## config.mk

```make
export PLATFORM = sky130hd
export DESIGN_NAME = buffer_rr_scheduler
export DESIGN_NICKNAME = d
export VERILOG_FILES = /design/src/rtl/buffer_rr_scheduler.sv
export SDC_FILE = /design/constraint.sdc
export NUM_CORES = 1
export LEC_CHECK = 0
export BUFFER_PORTS_ARGS = -buffer_cell sky130_fd_sc_hd__buf_4
export CORE_MARGIN = 2
export CORE_UTILIZATION = 43
export CTS_CLUSTER_DIAMETER = 50
export DETAILED_ROUTE_END_ITERATION = 10
export GPL_ROUTABILITY_DRIVEN = 0
export PLACE_DENSITY = 0.8
export SYNTH_ARGS = -nofsm -noshare
export SYNTH_HDL_FRONTEND = slang
export SYNTH_SLANG_ARGS = --single-unit
```

## constraint.sdc

```tcl
create_clock -name CLK -period 6.9 [get_ports CLK]
set_clock_uncertainty 0.2 [all_clocks]
set_input_delay 1.38 -clock CLK [delete_from_list [all_inputs] [get_ports CLK]]
set_output_delay 1.38 -clock CLK [all_outputs]
set_load 0.01 [all_outputs]
```

## src/rtl/buffer_rr_scheduler.sv

```systemverilog
// Round-robin drain of N show-ahead buffers onto one word stream with a per-queue burst cap.
// One-edge latency from pop to DATA_OUT; PAUSE blocks READ combinationally and freezes burst position.
module buffer_rr_scheduler #(
  parameter int N_QUEUES    = 4,
  parameter int DATA_WIDTH  = 8,
  parameter int BURST_MAX   = 2,
  parameter int INIT_CYCLES = 3
) (
  input  logic                           CLK,
  input  logic                           RESET,
  input  logic [N_QUEUES-1:0]            EMPTY,
  input  logic [N_QUEUES*DATA_WIDTH-1:0] DATA_IN,
  input  logic                           PAUSE,
  output logic [N_QUEUES-1:0]            READ,
  output logic [DATA_WIDTH-1:0]          DATA_OUT,
  output logic                           VALID,
  output logic [1:0]                     STATE,
  output logic                           IDLE_OUT
);

  localparam int IDXW = $clog2(N_QUEUES);
  localparam int BW   = $clog2(BURST_MAX + 1);
  localparam int IW   = $clog2(INIT_CYCLES + 1);

  typedef enum logic [1:0] {
    ST_RST    = 2'd0,
    ST_INIT   = 2'd1,
    ST_IDLE   = 2'd2,
    ST_ACTIVE = 2'd3
  } state_e;

  state_e                state_q, state_d;
  logic [IDXW-1:0]       cur_q, cur_d;
  logic [BW-1:0]         burst_q, burst_d;
  logic [IW-1:0]         init_q, init_d;
  logic [DATA_WIDTH-1:0] data_q, data_d;
  logic                  valid_q, valid_d;

  logic [DATA_WIDTH-1:0] din [N_QUEUES];
  logic [IDXW-1:0]       sel;
  logic [IDXW-1:0]       cand;
  logic                  grant;
  logic                  cont;
  logic                  arb_en;
  int                    idx;

  for (genvar g = 0; g < N_QUEUES; g++) begin : g_din
    assign din[g] = DATA_IN[g*DATA_WIDTH +: DATA_WIDTH];
  end

  // Descending search so the nearest queue after cur is the last (winning) assignment.
  always_comb begin
    sel    = cur_q;
    cand   = cur_q;
    idx    = 0;
    grant  = 1'b0;
    cont   = 1'b0;
    arb_en = RESET && !PAUSE && (state_q == ST_IDLE || state_q == ST_ACTIVE);
    if (!EMPTY[cur_q] && (burst_q < BW'(BURST_MAX))) begin
      sel   = cur_q;
      grant = 1'b1;
      cont  = 1'b1;
    end else begin
      for (int k = N_QUEUES; k >= 1; k--) begin
        idx  = (int'(cur_q) + k) % N_QUEUES;
        cand = IDXW'(idx);
        if (!EMPTY[cand]) begin
          sel   = cand;
          grant = 1'b1;
        end
      end
    end
    grant = grant && arb_en;
  end

  always_comb begin
    state_d = state_q;
    cur_d   = cur_q;
    burst_d = burst_q;
    init_d  = init_q;
    data_d  = data_q;
    valid_d = 1'b0;
    READ    = '0;
    case (state_q)
      ST_RST: state_d = ST_INIT;
      ST_INIT: begin
        init_d = init_q + IW'(1);
        if (init_q == IW'(INIT_CYCLES - 1)) state_d = ST_IDLE;
      end
      ST_IDLE, ST_ACTIVE: begin
        if (grant) begin
          READ[sel] = 1'b1;
          data_d    = din[sel];
          valid_d   = 1'b1;
          cur_d     = sel;
          burst_d   = cont ? burst_q + BW'(1) : BW'(1);
          state_d   = ST_ACTIVE;
        end else if (state_q == ST_ACTIVE && (&EMPTY)) begin
          state_d = ST_IDLE;
        end
      end
      default: state_d = ST_RST;
    endcase
  end

  always_ff @(posedge CLK or negedge RESET) begin
    if (!RESET) begin
      state_q <= ST_RST;
      cur_q   <= IDXW'(N_QUEUES - 1);
      burst_q <= BW'(BURST_MAX);
      init_q  <= '0;
      data_q  <= '0;
      valid_q <= 1'b0;
    end else begin
      state_q <= state_d;
      cur_q   <= cur_d;
      burst_q <= burst_d;
      init_q  <= init_d;
      data_q  <= data_d;
      valid_q <= valid_d;
    end
  end

  assign DATA_OUT = data_q;
  assign VALID    = valid_q;
  assign STATE    = state_q;
  assign IDLE_OUT = (state_q == ST_IDLE);

endmodule

```

==> results_dict.tcl <==
set metrics [dict create \
    synth_ff_type "dfrtp_1" \
    h-tree-depth 1 \
    cts.sinks 17 \
    die_w_um 66.5 \
    tightest_slew_ns 0.887 \
    grt-ovfl-total 0 \
    drtPass1Iterations 4 \
    synth_compound_area_share_pct 34.0 \
    grt_use_total_pct 22.4 \
    layout-drive-gt1-share_pct 38.5 \
    io_buffers 54 \
    grt_pass1_vias 1640 \
    maxSlewViolCount 0 \
    tritoncts "done" \
    r2r-end "DATA_OUT[4]" \
    placed_cell_area_um2 2070 \
    fin_crit_sh_pct 67.9 \
    hold_viol_final 0 \
    grt_pass1_wl_mm 7.69 \
    initialDrtViolationCount 156 \
    hpwlAfterDp_mm 3.32 \
    ir_drop_v 0.000209 \
    synth_top_area_share_pct 20.9 \
    vias 1783 \
    antenna_cells_inserted 0 \
    multi_input_area_um2 1150 \
    synth_top_cell_by_area "dfrtp_1" \
    finalCriticalPeriod_ns 4.68 \
    p_per_area_nw_per_um2 393 \
    antenna_found_initial 0 \
    synthAdderAreaFrac_pct 0.745 \
    fp.coreArea_um2 3720 \
    synth.avg_cell_area_um2 8.66 \
    outcome "finished, final reports clean" \
    critPathLaunch "EMPTY[0]" \
    syn_inst 194 \
    synth_warnings 0 \
    clockBufferDepth 2 \
    max-slew-margin-rel_pct 40.6 \
    synth_edf_count 0 \
    postCtsSetupRepairBufs 0 \
    power.leakage_nw 0.838 \
    setup_violations 0 \
    r2r_slack_ns 3.99 \
    synth_top_family_by_area "compound AO/OA/AOI/OAI gates" \
    ctsHoldBuffers 0 \
    cts_resized 0 \
    start_util_pct 45.2 \
    cap_violations 0 \
    rows 22 \
    worst_ep_arrival_time_ns 3.10 \
    synthXorXnorAreaFrac_pct 2.46 \
    synthSimpleGateAreaFrac_pct 29.5 \
    regArea_um2 429 \
    grt_max_degree 60 \
    vias_per_cell 6.21 \
    rr_startpoint "cur_q[0]" \
    cts_buffers 3 \
    setup-tns-final_ns 0 \
    wl_per_cell_um 16.6 \
    ff2ff_path_depth 7 \
    fin_nets 280 \
    hp-class "flip-flop to flip-flop" \
    route.detailed.drc 0 \
    synth_area_leaders "dfrtp_1, nand2_1, o21ai_0" \
    async_flop_share_pct 100 \
    cts-root-buf "clkbuf_8" \
    design_area_um2 2120 \
    critPathLaunchType "primary input" \
    ys_seq_elements 17 \
    fmax_mhz 214 \
    clkTransAtPathRegs_ns 0.06 \
    synthTopCellsByCount "nand2_1, o21ai_0, nor3_1" \
    worst-path-max-fanout 11 \
    finalWirelength_mm 4.75 \
    syn_to_final_growth_pct 26.2 \
    die_area_um2 4420 \
    synth_area_um2 1680 \
    synthesis.nets 234 \
    fillCellCount 360 \
    crit_type "primary input to primary output" \
    ys_seq_area_share_pct 25.6 \
    ant_nets 0 \
    synth_cell_type_count 53 \
    worstSetupEndpointType "primary output" \
    insertion_delay_ns 0.26 \
    synthMuxAreaShare_pct 1.79 \
    ios 55 \
    grt_setup_unrepaired "no" \
    cp-endpoint "READ[1]" \
    yosysMostFrequentCell "nand2_1" \
    crit_required_ns 5.32 \
    die_h_um 66.5 \
]
[flip-flops by register name, summed over array words and instances, names as in the netlist]
register,count
DATA_OUT,8
STATE,2
burst_q,2
cur_q,2
init_q,2
VALID,1
[worst min-delay path by stage]
stage / start / to / slack [ns] / depth (start not counted)
6_report: init_q[0] / init_q[0] / 0.28 / 1
5_1_grt: init_q[1] / init_q[1] / 0.32 / 2
4_1_cts: init_q[0] / init_q[0] / 0.28 / 1
3_5_place_dp: init_q[0] / init_q[0] / 0.28 / 1
3_3_place_gp: init_q[0] / init_q[0] / 0.26 / 1
2_1_floorplan: init_q[0] / init_q[0] / 0.25 / 1
[report_power, final]
part           total (mW)  switching, mW  internal [mW]
clock              0.0771         0.0360         0.0411
combinational       0.569          0.334          0.236
sequential          0.187         0.0450          0.142
[per-stage QoR]
stage	instances	setup slack, ns	hold slack [ns]	util, %	total power, mW
after floorplan	194	2.69	0.246	-	0.613
after global placement	283	2.27	0.263	55.8	0.736
after detailed placement	283	2.25	0.276	55.8	0.748
after CTS	287	2.24	0.284	57.0	0.823
after global routing	287	2.13	0.317	57.0	0.895
final	287	2.22	0.282	57.0	0.834
[logic make-up (layout without fill, tap and decap cells)]
logic type	count (synthesis)	in the layout
simple gates	83	83
compound gates	69	69
buf+inv	19	64
flops	17	17
xor+xnor	3	3
mux	2	2
fa+ha+maj	1	1
[cell usage in the layout (no fill, tap or decap), types with 2 or more instances in the layout]
cell,n
a211oi_2,4
a21oi_1,2
a32oi_1,8
and4_1,4
buf_4,56
clkbuf_8,3
dfrtp_1,14
dfstp_2,3
inv_1,3
mux2_4,2
nand2_1,23
nand2b_1,2
nand3b_1,8
nand4_1,4
nor2_1,12
nor2_4,2
nor2b_1,3
nor3_1,16
nor3_4,2
o21ai_0,17
o21ai_1,4
o221a_2,4
o22ai_1,8
o311a_1,4
o311ai_1,4
[critical path, cell delays in order]
cell	delay (ns)
buf_4	0.13
mux2_4	0.34
nor2_4	0.30
a211o_4	0.22
xor2_2	0.31
nand2_1	0.14
nor2_1	0.15
buf_4	0.13
[layout make-up]
class | count | area share, %
multi-input combinational | 158 | 54.3
sequential | 17 | 20.2
timing repair buffer | 56 | 19.8
clock buffer | 4 | 2.13
inverter | 4 | 0.708
tap | 48 | 2.83
[metal layers]
layer / share of wire, % / track usage [%] / vias up
met5: 0 / 0 / -
met1: 44 / 30.3 / 848
li1: - / - / 846
met2: 46 / 36.0 / 85
met4: 1.1 / 7.91 / 0
met3: 9.1 / 3.55 / 4
Power figures use the tool's default switching activity.
